File: src/rtl/sobel_frame_ctrl.sv
// Frame sequencer for the Sobel edge datapath: feeds a 3x3 window from the input FIFO and
// writes WIDTH*HEIGHT border-masked results in raster order. Define SOBEL_CTRL_STATS_EN for stall_cycles.
module sobel_frame_ctrl #(
  parameter int WIDTH      = 720,
  parameter int HEIGHT     = 540,
  parameter int DATA_WIDTH = 8
) (
  input  logic                  clock,
  input  logic                  reset,
  output logic                  in_rd_en,
  input  logic                  in_empty,
  input  logic [DATA_WIDTH-1:0] in_dout,
  output logic                  win_clear,
  output logic                  win_shift,
  output logic [DATA_WIDTH-1:0] win_pixel,
  input  logic [DATA_WIDTH-1:0] edge_in,
  output logic                  out_wr_en,
  input  logic                  out_full,
  output logic [DATA_WIDTH-1:0] out_din,
  output logic                  busy,
  output logic                  frame_done
`ifdef SOBEL_CTRL_STATS_EN
  ,
  output logic [31:0]           stall_cycles
`endif
);

  localparam int RW = $clog2(HEIGHT + 1);
  localparam int CW = $clog2(WIDTH);
  localparam int FW = $clog2(WIDTH + 1);
  localparam logic [RW-1:0] ROW_LAST   = RW'(HEIGHT - 1);
  localparam logic [CW-1:0] COL_LAST   = CW'(WIDTH - 1);
  localparam logic [FW-1:0] FLUSH_LAST = FW'(WIDTH);
  localparam logic [31:0]   FILL_LAST  = 32'(WIDTH);
  localparam logic [31:0]   FRAME_LAST = 32'(WIDTH * HEIGHT - 1);

  typedef enum logic [2:0] {IDLE, FILL, RUN, FLUSH, DRAIN} state_t;

  state_t                  state, state_next;
  logic [31:0]             in_cnt;
  logic [FW-1:0]           flush_cnt;
  logic [RW-1:0]           out_row, pend_row;
  logic [CW-1:0]           out_col, pend_col;
  logic                    pend, hold_valid;
  logic [DATA_WIDTH-1:0]   hold_data;
  logic                    hold_ready, pend_ready, xfer, shift, set_pend, border;

  // Two-stage valid/ready pipe: pend (window centre) -> hold -> output FIFO. A stage accepts
  // when it is empty or is emptying this cycle, so each stage can reload on the cycle it drains.
  assign out_wr_en  = hold_valid && !out_full;
  assign out_din    = hold_data;
  assign hold_ready = !hold_valid || out_wr_en;
  assign pend_ready = !pend || hold_ready;
  assign xfer       = pend && hold_ready;
  assign set_pend   = shift && (state == RUN || state == FLUSH);
  assign border     = (pend_row == '0) || (pend_row == ROW_LAST) ||
                      (pend_col == '0) || (pend_col == COL_LAST);
  assign win_shift  = shift;

  always_ff @(posedge clock or posedge reset) begin
    if (reset) state <= IDLE;
    else       state <= state_next;
  end

  always_comb begin
    state_next = state;
    case (state)
      IDLE:    if (!in_empty) state_next = FILL;
      FILL:    if (shift && in_cnt == FILL_LAST) state_next = RUN;
      RUN:     if (shift && in_cnt == FRAME_LAST) state_next = FLUSH;
      FLUSH:   if (shift && flush_cnt == FLUSH_LAST) state_next = DRAIN;
      DRAIN:   if (frame_done) state_next = IDLE;
      default: state_next = IDLE;
    endcase
  end

  // win_clear is masked by reset so every output reads 0 while reset is held.
  always_comb begin
    win_clear  = 1'b0;
    shift      = 1'b0;
    frame_done = 1'b0;
    busy       = (state != IDLE);
    case (state)
      IDLE:    win_clear  = !in_empty && !reset;
      FILL:    shift      = !in_empty;
      RUN:     shift      = !in_empty && pend_ready;
      FLUSH:   shift      = pend_ready;
      DRAIN:   frame_done = !pend && out_wr_en;
      default: ;
    endcase
    in_rd_en  = shift && (state != FLUSH);
    win_pixel = in_rd_en ? in_dout : '0;
  end

  always_ff @(posedge clock or posedge reset) begin
    if (reset) begin
      in_cnt    <= '0;
      flush_cnt <= '0;
      out_row   <= '0;
      out_col   <= '0;
    end else if (state == IDLE) begin
      in_cnt    <= '0;
      flush_cnt <= '0;
      out_row   <= '0;
      out_col   <= '0;
    end else begin
      if (in_rd_en) in_cnt <= in_cnt + 32'd1;
      if (shift && state == FLUSH) flush_cnt <= flush_cnt + 1'b1;
      if (set_pend) begin
        if (out_col == COL_LAST) begin
          out_col <= '0;
          out_row <= out_row + 1'b1;
        end else begin
          out_col <= out_col + 1'b1;
        end
      end
    end
  end

  // edge_in is sampled on the transfer cycle, when the window still holds pend's centre.
  always_ff @(posedge clock or posedge reset) begin
    if (reset) begin
      pend       <= 1'b0;
      pend_row   <= '0;
      pend_col   <= '0;
      hold_valid <= 1'b0;
      hold_data  <= '0;
    end else begin
      if (set_pend) begin
        pend     <= 1'b1;
        pend_row <= out_row;
        pend_col <= out_col;
      end else if (xfer) begin
        pend <= 1'b0;
      end
      if (xfer) begin
        hold_data  <= border ? '0 : edge_in;
        hold_valid <= 1'b1;
      end else if (out_wr_en) begin
        hold_valid <= 1'b0;
      end
    end
  end

`ifdef SOBEL_CTRL_STATS_EN
  logic stall_now;
  assign stall_now = (hold_valid && out_full) || (state == RUN && pend_ready && in_empty);

  always_ff @(posedge clock or posedge reset) begin
    if (reset)
      stall_cycles <= '0;
    else if (state == IDLE && state_next == FILL)
      stall_cycles <= '0;
    else if (stall_now && stall_cycles != 32'hFFFF_FFFF)
      stall_cycles <= stall_cycles + 32'd1;
  end
`endif

endmodule

File: config.mk
export PLATFORM = sky130hd
export DESIGN_NAME = sobel_frame_ctrl
export DESIGN_NICKNAME = d
export VERILOG_FILES = /design/src/rtl/sobel_frame_ctrl.sv
export SDC_FILE = /design/constraint.sdc
export NUM_CORES = 1
export LEC_CHECK = 0
export BUFFER_PORTS_ARGS = -buffer_cell sky130_fd_sc_hd__buf_4
export CORE_MARGIN = 1.5
export CORE_UTILIZATION = 50
export CTS_CLUSTER_DIAMETER = 30
export DETAILED_ROUTE_END_ITERATION = 10
export MAX_ROUTING_LAYER = met4
export PLACE_DENSITY = 0.78
export SETUP_SLACK_MARGIN = 0.3
export SKIP_CTS_REPAIR_TIMING = 1
export SLEW_MARGIN = 20
export SYNTH_ARGS = -nofsm -noshare
export SYNTH_HDL_FRONTEND = slang
export SYNTH_SLANG_ARGS = --single-unit
File: constraint.sdc
create_clock -name clock -period 3.55 [get_ports clock]
set_input_delay 0.71 -clock clock [delete_from_list [all_inputs] [get_ports clock]]
set_output_delay 0.71 -clock clock [all_outputs]
set_load 0.05 [all_outputs]
==> results.toml, run 1 <==
[status]
status = "complete, no violations"

[grt]
antenna_found_initial = 0
track_usage = 0.220
top_usage_layer = "met2"
met2_usage = 0.355
met1_usage = 0.282
grt-ovfl-total = 0
grt_pass1_vias = 4172
grt_max_degree = 82
grt_pass1_wl_um = 19200
met3_usage = 0.0370

[layout]
final_area_sq_mm = 0.00568
final_core_utilization = 0.579
fin_nets = 621
num-fill-cells = 884
area_growth_pct = 11.6
n_antenna_cell = 0
drive_gt1_frac = 0.123

[yosys]
synthCells = 568
synth_cell_types = 52
synth-edff-count = 0
syn_area_sq_mm = 0.00509
async_flop_share = 1.00
synth_top_area_frac = 0.467
synth_common_cells = "nand2_1, dfrtp_1, a21oi_1"
ys_top_cells_by_area = "dfrtp_1, nand2_1, o31ai_1, a21oi_1, nand4_1"
yosysMostFrequentCell = "nand2_1"
synthFlopType = "dfrtp_1"
synthesis.nets = 594
synth_area_leader_cell = "dfrtp_1"
synth.yosys.seq_area_share = 0.467
synth_area_per_cell_sq_um = 8.97
synth-seq-cells = 95
ys_warn_count = 0

[die]
rows = 36
initial_utilization = 0.519
dieWidth_um = 104
die_h_um = 104
coreArea_sq_mm = 0.00982
io_pins = 42
die-area_sq_mm = 0.0108

[timing]
finalHoldViolCount = 0
worst_slew_pin_slew_ps = 990
setup_violations = 0
fmax_mhz = 355
rsz0062_at_grt = "false"
slew_headroom = 0.337
final.period_utilization = 0.794
min_period_ps = 2820
maxSlewViolCount = 0
final.setup.tns_ps = 0
fin_skew_ps = 9.84
setup_ws_ps = 732

[pwr]
ir_worst_vdd_v = 0.000282
cellLeakagePower_uw = 0.00246
powerDensity_mw_per_mm2 = 541

[clock_network]
cts-root-buf = "clkbuf_8"
cts_buffers = 9
clock_path_buffers = 2
clkLatencyLatePin_ps = 360
cts_num_sinks = 95
htreeDepth = 3
cts_tree = "yes"
path_clk_slew_ps = 90

[route]
firstDrtPassIters = 5
dr.first_iter.drc_count = 296
detail-route-antenna-nets = 0
wl_um = 11000
vias_per_cell = 5.91
dr_total_vias = 4330
wl_per_cell_um = 15.0
drcViolationCount = 0

[setup_path]
startpoint_type = "flop"
worst-path-buf-inv = 2
worstPathArrival_ps = 2110
max_stage_delay_ps = 580
cpLargestDelayFamily = "flip-flops"
cp-end-kind = "output port"
crit_type = "reg -> out"
crit_path_max_fanout = 13
slowest_stage = "dfrtp_1"
crit_chain = "xor2_1 > nand3_1 > inv_1 > and2_1 > buf_4"
worstPathRequired_ps = 2840

[placement]
place_hpwl_um = 7560
place_congestion = 0.895
io_buffers = 41
placed_area_sq_mm = 0.00551
dp_worst_setup_slack_ps = 1020

[job]
max_cap_violations = 0

[worst_hold_path]
min_path_type = "in -> async"
-- layout by cell type (no fill, tap or decap), drive strengths merged, types with 8 or more instances in the layout --
master / instances
a21oi: 30
and2: 12
and4: 10
buf: 48
clkbuf: 11
dfrtp: 95
inv: 24
mux2i: 11
nand2: 100
nand2b: 17
nand3: 26
nand4: 22
nor2: 20
nor3: 11
nor4: 15
o21ai: 22
o311ai: 8
o31ai: 26
or3: 15
or4: 14
-- layer usage --
layer / routed length [um] / share of wire
met1: 4970 / 0.45
met2: 5410 / 0.49
met3: 485 / 0.044
met4: 121 / 0.011
met5: 0 / 0
-- sequential cells by signal, indices dropped and copies added (netlist names) --
| register | count |
|---|---|
| pend_row | 10 |
| out_row | 10 |
| hold_valid | 1 |
| pend | 1 |
| state | 3 |
| in_cnt | 32 |
| out_col | 10 |
| pend_col | 10 |
| flush_cnt | 10 |
| out_din | 8 |
-- cell families after synthesis --
group | count (synthesis) | synth area share
xor gates and xnor gates | 9 | 0.0155
muxes | 12 | 0.0238
buffers and inverters | 55 | 0.0435
and+or+nand+nor | 287 | 0.303
adders and majority gates | 6 | 0.0147
AOI/OAI and AO/OA | 104 | 0.133
DFF | 95 | 0.467
-- where the power goes --
part | switching [uW] | internal, uW | total, uW | leakage [uW]
Sequential | 220 | 1270 | 1490 | 0.00119
Combinational | 605 | 325 | 930 | 0.00119
Clock | 389 | 263 | 652 | 0.0000845
Total | 1210 | 1860 | 3070 | 0.00246
-- final cells by class --
| class | count | area (sq um) | area share |
|---|---|---|---|
| multi-input combinational | 418 | 2510 | 0.441 |
| sequential | 95 | 2380 | 0.418 |
| timing repair buffer | 48 | 373 | 0.0656 |
| tap | 133 | 166 | 0.0293 |
| clock buffer | 11 | 131 | 0.0231 |
| inverter | 23 | 87.6 | 0.0154 |
| clock inverter | 5 | 42.5 | 0.00748 |
-- metrics by stage --
step	hold slack, ps	instances	power (uW)
after floorplan	437	568	2170
after global placement	459	717	2400
after detailed placement	464	717	2440
after CTS	274	733	3100
after global routing	285	733	3280
final	283	733	3070
-- final timing paths --
path	endpoint	cells after the start	start	slack (ps)
max	win_pixel[6]	5	state[1]	730
min	flush_cnt[1]	2	reset	280
max reg2reg	out_row[6]	5	out_col[0]	1070
min reg2reg	out_din[7]	2	out_din[7]	490
max in group asynchronous	out_row[9]	3	reset	2570
min in group clock	out_din[7]	2	out_din[7]	490
Power figures use the tool's default switching activity.
==> run 2: changes to the inputs <==
==> constraint.sdc (replaced) <==
create_clock -name clock -period 2.6 [get_ports clock]
set_input_delay 0.52 -clock clock [delete_from_list [all_inputs] [get_ports clock]]
set_output_delay 0.52 -clock clock [all_outputs]
set_load 0.05 [all_outputs]
==> run 2 against run 1 <==
- first-iteration DRC count is 11% higher
- critical path depth stayed put
- via count is 6.1% higher
- worst hold slack worse by 150 ps
- critical endpoint is now win_clear
==> results.toml, run 2 (synthesis gave the netlist of run 1 again) <==
[worst_hold_path]
min_path_type = "in -> async"

[route]
firstDrtPassIters = 7
vias_per_cell = 6.10
dr.first_iter.drc_count = 329
drcViolationCount = 0
wl_per_cell_um = 16.3
dr_total_vias = 4594
detail-route-antenna-nets = 0
wl_um = 12300

[placement]
dp_worst_setup_slack_ps = 371
placedCellCount = 722
place_congestion = 0.848
placed_area_sq_mm = 0.00557
place_hpwl_um = 8100
io_buffers = 41

[clock_network]
cts-root-buf = "clkbuf_8"
htreeDepth = 3
cts_num_sinks = 95
path_clk_slew_ps = 100
clkLatencyLatePin_ps = 390
cts_tree = "yes"
cts_buffers = 9
clock_path_buffers = 2

[timing]
maxSlewViolCount = 0
final.period_utilization = 0.868
slew_headroom = 0.453
finalHoldViolCount = 0
setup_ws_ps = 342
setup_violations = 0
min_period_ps = 2260
rsz0062_at_grt = "false"
fmax_mhz = 443
fin_skew_ps = 19.8
worst_slew_pin_slew_ps = 817

[job]
max_cap_violations = 0

[setup_path]
crit_type = "reg -> out"
worstPathRequired_ps = 2080
worstPathArrival_ps = 1740
crit_path_max_fanout = 9
critPathLaunch = "state[0]"
r2r-start = "out_col[0]"
cp-end-kind = "output port"
startpoint_type = "flop"

[layout]
instances_no_fill = 753
top_register = "in_cnt"
final_cell_mix = "nand2_1, dfrtp_1, buf_4, a21oi_1, o31ai_1"
n_antenna_cell = 0
largest_reg_flops = 32
fin_nets = 642
final_common_cell = "nand2_1"
num-fill-cells = 853
drive_gt1_frac = 0.176
area_growth_pct = 16.9
final_area_sq_mm = 0.00596

[die]
die-area_sq_mm = 0.0108
io_pins = 42
initial_utilization = 0.519
rows = 36
dieWidth_um = 104
coreArea_sq_mm = 0.00982
die_h_um = 104

[grt]
antenna_found_initial = 0
track_usage = 0.229
grt-ovfl-total = 0
grt_pass1_wl_um = 19800
grt_pass1_vias = 4321
grt_max_degree = 45

[status]
status = "complete, no violations"

[pwr]
powerDensity_mw_per_mm2 = 761
ir_worst_vdd_v = 0.000415
cellLeakagePower_uw = 0.00258
run 2: area by class of cell:
class | count | area (sq um) | area share
well taps | 133 | 166 | 0.0279
repair buffers | 69 | 539 | 0.0905
flip-flops and latches | 95 | 2380 | 0.400
clock buffers | 10 | 138 | 0.0231
clock inverters | 5 | 63.8 | 0.0107
multi-input cells | 418 | 2570 | 0.432
inverters | 23 | 95.1 | 0.0160
run 2: worst paths after layout:
check,end,slack (ps),cells after the start
setup / recovery,win_clear,340,5
hold / removal,flush_cnt[4],130,2
min in group clock,out_din[0],380,3
setup reg to reg,out_row[6],420,6
max in group asynchronous,in_cnt[26],1810,3
hold reg to reg,pend_row[2],480,2
run 2: stage by stage:
step           power, uW  hold WS (ps)  utilization  setup TNS [ps]
3_5_place_dp        3390           460        0.567               0
5_1_grt             4770           157        0.607               0
4_1_cts             4410           141        0.587            -443
2_1_floorplan       2970           437            -           -16.6
6_report            4530           134        0.607               0
3_3_place_gp        3320           455        0.567               0
run 2: critical path, stage by stage (launching register included):
cell and delay (ps):
dfrtp_2 510, buf_4 180, nor3_4 200, inv_2 130, nor3_2 120, buf_4 210
run 2: metal layers:
| layer | wire (um) | global-route usage | share of wire | vias up |
|---|---|---|---|---|
| met3 | 672 | 0.0345 | 0.055 | 25 |
| met1 | 5090 | 0.275 | 0.41 | 2233 |
| met5 | 0 | - | 0 | - |
| met4 | 238 | 0.111 | 0.019 | 0 |
| met2 | 6310 | 0.379 | 0.51 | 165 |
| li1 | - | - | - | 2171 |
run 2: where the power goes:
group / internal (uW) / total [uW] / switching, uW
logic: 538 / 1450 / 915
clock network: 476 / 1030 / 557
registers: 1740 / 2050 / 310
